**src/rtl/digit_entry.sv**
```systemverilog
// digit_entry: keypad number assembler producing a signed two-digit operand
// as a sign+BCD display word and a 9-bit two's-complement value.
module digit_entry #(
   parameter int SYNC_STAGES = 2
) (
   input  logic       clk,
   input  logic       nrst,
   input  logic [9:0] key_num,
   input  logic       key_neg,
   input  logic       key_clr,
   input  logic       enter,
   output logic [8:0] digit,
   output logic [8:0] digit_con,
   output logic       store_digit,
   output logic       entry_full
);
   typedef enum logic [1:0] {EMPTY, ONE, FULL} state_t;
   state_t state, state_n;
   logic [SYNC_STAGES-1:0][11:0] sync;
   logic [11:0] prev, ev;
   logic [SYNC_STAGES:0] warm;
   logic sign, sign_n, strobe_n, single;
   logic [3:0] tens, ones, tens_n, ones_n, d;
   logic [6:0] mag;
   logic [8:0] con_n;

   always_ff @(posedge clk or negedge nrst)
      if (!nrst) begin
         sync <= '0;
         prev <= '0;
         warm <= '0;
      end else begin
         sync <= {sync[SYNC_STAGES-2:0], {key_clr, key_neg, key_num}};
         prev <= sync[SYNC_STAGES-1];
         warm <= {warm[SYNC_STAGES-1:0], 1'b1};
      end

   // edges are masked until the pipe has settled, so keys held across reset count as already pressed
   assign ev = warm[SYNC_STAGES] ? sync[SYNC_STAGES-1] & ~prev : '0;
   assign single = (ev[9:0] != '0) && ((ev[9:0] & (ev[9:0] - 10'd1)) == '0);

   always_comb begin
      d = '0;
      for (int i = 0; i < 10; i++)
         if (ev[i]) d = 4'(i);
   end

   always_comb begin
      state_n = state;
      sign_n = sign;
      tens_n = tens;
      ones_n = ones;
      strobe_n = 1'b0;
      if (ev[11] || enter) begin
         state_n = EMPTY;
         sign_n = 1'b0;
         tens_n = '0;
         ones_n = '0;
         strobe_n = ev[11];
      end else if (ev[10]) begin
         sign_n = ~sign;
         strobe_n = 1'b1;
      end else if (single && state != FULL) begin
         state_n = state == ONE ? FULL : (d != '0 ? ONE : EMPTY);
         tens_n = state == ONE ? ones : 4'd0;
         ones_n = d;
         strobe_n = 1'b1;
      end
      mag = {tens_n, 3'b0} + {2'b0, tens_n, 1'b0} + {3'b0, ones_n};
      con_n = sign_n ? ~{2'b0, mag} + 9'd1 : {2'b0, mag};
   end

   always_ff @(posedge clk or negedge nrst)
      if (!nrst) begin
         state <= EMPTY;
         sign <= 1'b0;
         tens <= '0;
         ones <= '0;
         digit_con <= '0;
         store_digit <= 1'b0;
      end else begin
         state <= state_n;
         sign <= sign_n;
         tens <= tens_n;
         ones <= ones_n;
         digit_con <= con_n;
         store_digit <= strobe_n;
      end

   assign digit = {sign, tens, ones};
   assign entry_full = state == FULL;
endmodule

```
**config.mk**
```make
export PLATFORM = sky130hd
export DESIGN_NAME = digit_entry
export DESIGN_NICKNAME = d
export VERILOG_FILES = /design/src/rtl/digit_entry.sv
export SDC_FILE = /design/constraint.sdc
export NUM_CORES = 1
export LEC_CHECK = 0
export CELL_PAD_IN_SITES_DETAIL_PLACEMENT = 0
export CELL_PAD_IN_SITES_GLOBAL_PLACEMENT = 1
export CORE_MARGIN = 10
export CORE_UTILIZATION = 39
export CTS_CLUSTER_SIZE = 20
export DETAILED_ROUTE_END_ITERATION = 7
export MAX_ROUTING_LAYER = met4
export PLACE_DENSITY = 0.72
export SLEW_MARGIN = 5
export SYNTH_ARGS = -nofsm -noshare
export SYNTH_HDL_FRONTEND = slang
export SYNTH_SLANG_ARGS = --single-unit
```
**constraint.sdc**
```tcl
create_clock -name clk -period 4.4 [get_ports clk]
set_input_delay 1.1 -clock clk [delete_from_list [all_inputs] [get_ports clk]]
set_output_delay 1.1 -clock clk [all_outputs]
set_load 0.01 [all_outputs]
```
==> results of run 1 <==
synthesized netlist by cell type (3+ instances only):
master	n
and2_1	3
nor2b_1	10
xnor2_1	5
a211oi_1	4
inv_1	7
nand2b_1	8
a21oi_1	13
o21ai_0	5
nand2_1	14
nor3_1	3
or4_1	3
nor2_1	13
dfrtp_1	59
a21o_1	3
nor4_1	3
xor2_1	4
ha_1	8
per-layer routing:
layer  wire [um]  GRT usage  up-vias
li1            -          -      777
met2        2230      0.153       33
met5           0          -        -
met4          68     0.0430        0
met3         214     0.0426        8
met1        2250      0.130      753
stage by stage:
step                hold WS, ps  instances
floorplan                   331        194
global placement            332        311
detailed placement          335        311
CTS                         350        327
global route                351        330
finish                      346        330
flip-flops by register name, indices dropped and copies added, names as in the netlist:
| register | flops |
|---|---|
| store_digit | 1 |
| tens | 4 |
| warm | 3 |
| digit_con | 8 |
| ones | 4 |
| prev | 12 |
| sync | 24 |
| state | 2 |
| sign | 1 |
area by class of cell:
| class | instances | area (um^2) |
|---|---|---|
| sequential | 59 | 1480 |
| inverter | 7 | 26.3 |
| timing repair buffer | 49 | 448 |
| tap | 75 | 93.8 |
| clock inverter | 7 | 78.8 |
| fill | 545 | 2740 |
| multi-input combinational | 124 | 972 |
| clock buffer | 9 | 124 |
cell families after synthesis:
logic type	share of synthesized area
flip-flops	0.613
adder cells (fa/ha/maj)	0.0582
XOR/XNOR	0.0395
buffers and inverters	0.0249
multiplexers	0.0177
AO/OA/AOI/OAI	0.102
other	0.00156
AND/OR/NAND/NOR	0.143
where the power goes:
group          internal [mW]  switching, mW  leakage (nW)
combinational         0.0541         0.0581         0.606
sequential             0.565         0.0105         0.732
clock                  0.263          0.219        0.0916
path summary, 6_finish.rpt:
| path | endpoint | cells after the start |
|---|---|---|
| max | digit_con[7] | 16 |
| min | sync[19] | 0 |
| max reg2reg | digit_con[7] | 16 |
| min reg2reg | sync[19] | 0 |
| max in group asynchronous | prev[6] | 2 |
| min in group asynchronous | sync[4] | 1 |
critical path, stage by stage, from the launching register on:
cell       delay (ps)
dfrtp_1           380
nor2b_4           130
or4_4             570
a2111oi_4         230
nor3_2             90
or4_4             570
buf_4             190
a21oi_1           140
nor2_1             70
buf_4             140
buf_4             120
ha_1              290
ha_1              350
xnor2_1           260
and2_1            250
o2111a_1          210
a21oi_1            70
repair_timing:
item | in CTS | in global routing
cloned | 0 | 1
endpoints found under the setup margin | 4 | 4
endpoints found under the hold margin | 0 | 0
pin swaps | 1 | 9
buffers inserted | 0 | 2
gates resized for setup | 1 | 18
==> impl_results.md, run 1 <==
- Worst hold start: sync[7]
- Post-Synthesis Net Count: 219
- Chip width: 98.6 um
- Clock sinks: 59
- Root Driver: clkbuf_8
- Most common cell after layout, fill and taps aside: dfrtp_1
- I/O Buffers: 34
- Final ANT Viol Nets: 0
- GR Util All Layers: 0.106
- Net count, final: 275
- Layout cells sized above 1: 0.227
- Post-DP HPWL: 3520 um
- Top cell type's share of synthesized area: 0.613
- R2R setup slack: 200 ps
- Clock latency on the worst-skew pair: 330 ps
- Total gr overflow: 0
- Critical Path Source: sync[15]
- Starting Density: 0.404
- Post-synth EDFFs: 0
- Crit Path Category: flop to flop
- Final Util: 0.541
- Die H: 98.6 um
- First-pass GRT wire length: 8070 um
- Syn Area/Cell: 12.4 um^2
- H-Tree Depth: 3
- Via count: 1571
- Worst slew margin: 0.617
- Synth top area cells: dfrtp_1 (61%), ha_1 (4.2%), a21oi_1 (2.7%)
- I/O pins: 35
- Drt initial violations: 50
- Ys async rst share: 1.00
- DP Worst Slack: -86.7 ps
- Row Count: 28
- Fin crit period: 4200 ps
- Clock-pin slew on the worst setup and hold paths: 70 ps
- Leakage: 1.43 nW
- Number of global-route vias before repair: 1672
- CP arrival: 4410 ps
- Max Cap Violations: 0
- Die area: 0.00972 mm^2
- Final hold violations: 0
- Total power draw: 1.17 mW
- GP Congestion: 0.839
- CTS tree: built
- Final worst slack: 196 ps
- Slew @ Worst Pin: 574 ps
- Clock tree buffer depth: 2
- Ys Warns: 0
- Worst EP required: 4610 ps
- Main synth FF type: dfrtp_1
- Sequential area share after synthesis: 0.613
- Worst R2R Start: sync[15]
- Fin crit share: 0.955
- # setup viols final: 0
- Area Overhead vs Synth: 33.7%
- Initial antenna violation count: 0
- Worst vdd ir: 0.178 mV
- Core Area: 0.00596 mm^2
- Mapped Cells: 194
- First drt pass iteration count: 4
- Post-synth top area cell: dfrtp_1
- Diodes inserted: 0
- Pin count of the biggest net entering global routing: 34
- Hold crit path type: flop to flop
- Power per cell area: 363 mW/mm^2
- Crit path launch type: flop
- Max Clock Freq: 238 MHz
- Setup TNS Final: 0 ps
- CP Max Fanout: 5
- DP Area: 0.00291 mm^2
- Post-CTS Hold Buffers: 0
- DR vias/cell: 4.76
- Pins Over Slew Limit: 0
- WL final: 4760 um
- Highest-count cells in the layout ignoring fill and taps: dfrtp_1 (59), clkdlybuf4s50_1 (33), buf_4 (15), nand2_1 (14), nor2_1 (12)
- DRC: 0
- Cell variety after synth: 37
- Fin Clk Skew: 5.07 ps
- Synthesis-stage register bit count: 59
- Num CTS Buffers: 9
- Element type at the critical path end: flop
- Routed len/inst: 14.4 um
- Synthesized area: 0.00241 mm^2
- Design Area, Final: 0.00322 mm^2
- Status: finished clean
No activity file was read; power rests on OpenSTA's default activity.
==> run 2: changes to the inputs <==
--- a/config.mk
+++ b/config.mk
@@ -5,10 +5,8 @@
 export SDC_FILE = /design/constraint.sdc
 export NUM_CORES = 1
 export LEC_CHECK = 0
-export CELL_PAD_IN_SITES_DETAIL_PLACEMENT = 0
-export CELL_PAD_IN_SITES_GLOBAL_PLACEMENT = 1
 export CORE_MARGIN = 10
-export CORE_UTILIZATION = 39
+export CORE_UTILIZATION = 48
 export CTS_CLUSTER_SIZE = 20
 export DETAILED_ROUTE_END_ITERATION = 7
 export MAX_ROUTING_LAYER = met4
==> run 2 against run 1 <==
  * Highest routed layer unchanged
  * Register-to-register slack got worse by 100 ps
  * Flip-flop and latch count is the same
  * Critical path depth grew 1
  * Critical endpoint unchanged
  * Maximum frequency down 2.3%
  * First-iteration DRC count rose to 2.9 times the previous value
  * Sequential power about the same
  * Setup slack worse by 100 ps
  * Die area fell by 15%
  * Largest power group unchanged
  * Worst hold slack about the same
  * Power about the same
  * Utilization is 13 points higher
==> impl_results.md, run 2 (synthesis gave the netlist of run 1 again) <==
- Final ANT Viol Nets: 0
- Initial antenna violation count: 0
- Most common cell after layout, fill and taps aside: dfrtp_1
- Flop pwr share: 0.492
- Fillcell total: 354
- Routed len/inst: 14.6 um
- Pins Over Slew Limit: 0
- Post-CTS Hold Buffers: 0
- H-Tree Depth: 3
- DRC: 0
- DR vias/cell: 5.01
- Seq. cell area: 0.00148 mm^2
- GP Congestion: 0.899
- WL final: 4660 um
- Status: finished clean
- Leakage: 1.43 nW
- Crit Path Category: flop to flop
- Setup TNS Final: 0 ps
- CP cell instances: nor2b_4 > or4_4 > a211oi_2 > nor3_2 > or4_4 > buf_6 > nor2_1 > a21oi_1 > nand2b_4 > fa_1 > inv_1 > ha_1 > a21o_1 > a21oi_2 > xor2_2 > o2111a_1 > a21oi_1
- Drt initial violations: 144
- Power per cell area: 366 mW/mm^2
- Worst path slowest cell: or4_4
- P_int: 894 uW
- Worst slew margin: 0.642
- I/O Buffers: 34
- # setup viols final: 0
- Hold crit path type: flop to flop
- GR Util All Layers: 0.117
- Starting Density: 0.503
- Final hold violations: 0
- Max Cap Violations: 0
- CP max stage delay: 570 ps
- Slew @ Worst Pin: 537 ps
- Fin crit period: 4300 ps
- Element type at the critical path end: flop
- Root Driver: clkbuf_8
- Post-DP HPWL: 3250 um
- CP Max Fanout: 7
- Num CTS Buffers: 9
- Max reg flops: 24
- Final Util: 0.666
- Row Count: 25
- WP buf/inv: 2
- Die H: 90.8 um
- Clock sinks: 59
- Number of global-route vias before repair: 1589
- Via count: 1597
- Most used routing layer: met2
- Max Clock Freq: 232 MHz
- Psw: 275 uW
- Clock-pin slew on the worst setup and hold paths: 60 ps
- Diodes inserted: 0
- Area Overhead vs Synth: 32.4%
- Worst EP required: 4600 ps
- Crit path launch type: flop
- Pin count of the biggest net entering global routing: 38
- CP arrival: 4500 ps
- Fin crit share: 0.978
- Net count, final: 272
- Biggest regs: sync (24), prev (12), digit_con (8)
- Chip width: 90.8 um
- Clock tree buffer depth: 2
- Fin Clk Skew: 4.07 ps
- Worst vdd ir: 0.262 mV
- Layout cells sized above 1: 0.206
- Core Area: 0.00479 mm^2
- CP top delay family: simple AND/OR/NAND/NOR gates
- Sw Ratio: 0.235
- Biggest register: sync
- Worst Hold Slack: 346 ps
- First drt pass iteration count: 4
- First-pass GRT wire length: 7470 um
- Total gr overflow: 0
- Die area: 0.00825 mm^2
- CTS tree: built
- Highest-count cells in the layout ignoring fill and taps: dfrtp_1 (59), clkdlybuf4s50_1 (33), nand2_1 (14), nor2_1 (13)
- Clock latency on the worst-skew pair: 330 ps
- Footprint of the multi-input gates: 973 um^2
- GR Util met3: 0.0507
- Logic pwr share: 0.095
- Routing usage on met1: 0.149
- I/O pins: 35
- Met2 GRT Util: 0.160
- Power share of the clock group: 0.413
[run 2: power by group through the flow]
stage	combinational (mW)	clock, mW	sequential [mW]
after CTS	0.102	0.496	0.576
after detailed placement	0.0989	0	0.586
after global placement	0.0973	0	0.584
final	0.111	0.483	0.575
after floorplan	0.0513	0	0.585
after global routing	0.122	0.525	0.577
[run 2: repair_timing]
item,CTS,global route
endpoints found under the setup margin,4,4
setup buffers,2,1
resized for setup,3,17
cloned,0,1
pin swaps,2,13
[run 2: worst paths after layout]
kind	start	endpoint	slack, ps	cells past startpoint
worst max-delay path	sync[14]	digit_con[7]	100	17
worst min register to register	sync[0]	sync[12]	350	0
worst max register to register	sync[14]	digit_con[7]	100	17
max in group asynchronous	nrst	prev[5]	2830	2
min in group asynchronous	nrst	sync[4]	730	1
worst min-delay path	sync[0]	sync[12]	350	0
[run 2: cell type report]
cell class / instances / share of cell area
flip-flops and latches: 59 / 0.463
clock buffers: 12 / 0.0455
repair buffers: 47 / 0.136
inverters: 7 / 0.00824
clock inverters: 4 / 0.0157
well taps: 67 / 0.0263
multi-input cells: 123 / 0.305
[run 2: layer usage]
metal  up-vias  share of wire
met4         0          0.014
met3         7          0.057
met1       774           0.47
li1        772              -
met5         -              0
met2        44           0.46
[run 2: stage by stage]
stage          area (um^2)  power [mW]  instances  worst slack (ps)
2_1_floorplan         2410       0.636        194              20.1
3_3_place_gp          2870       0.682        299              21.2
3_5_place_dp          2870       0.684        299              -100
4_1_cts               3090        1.17        317              3.49
5_1_grt               3190        1.22        319              -106
6_report              3190        1.17        319              95.9
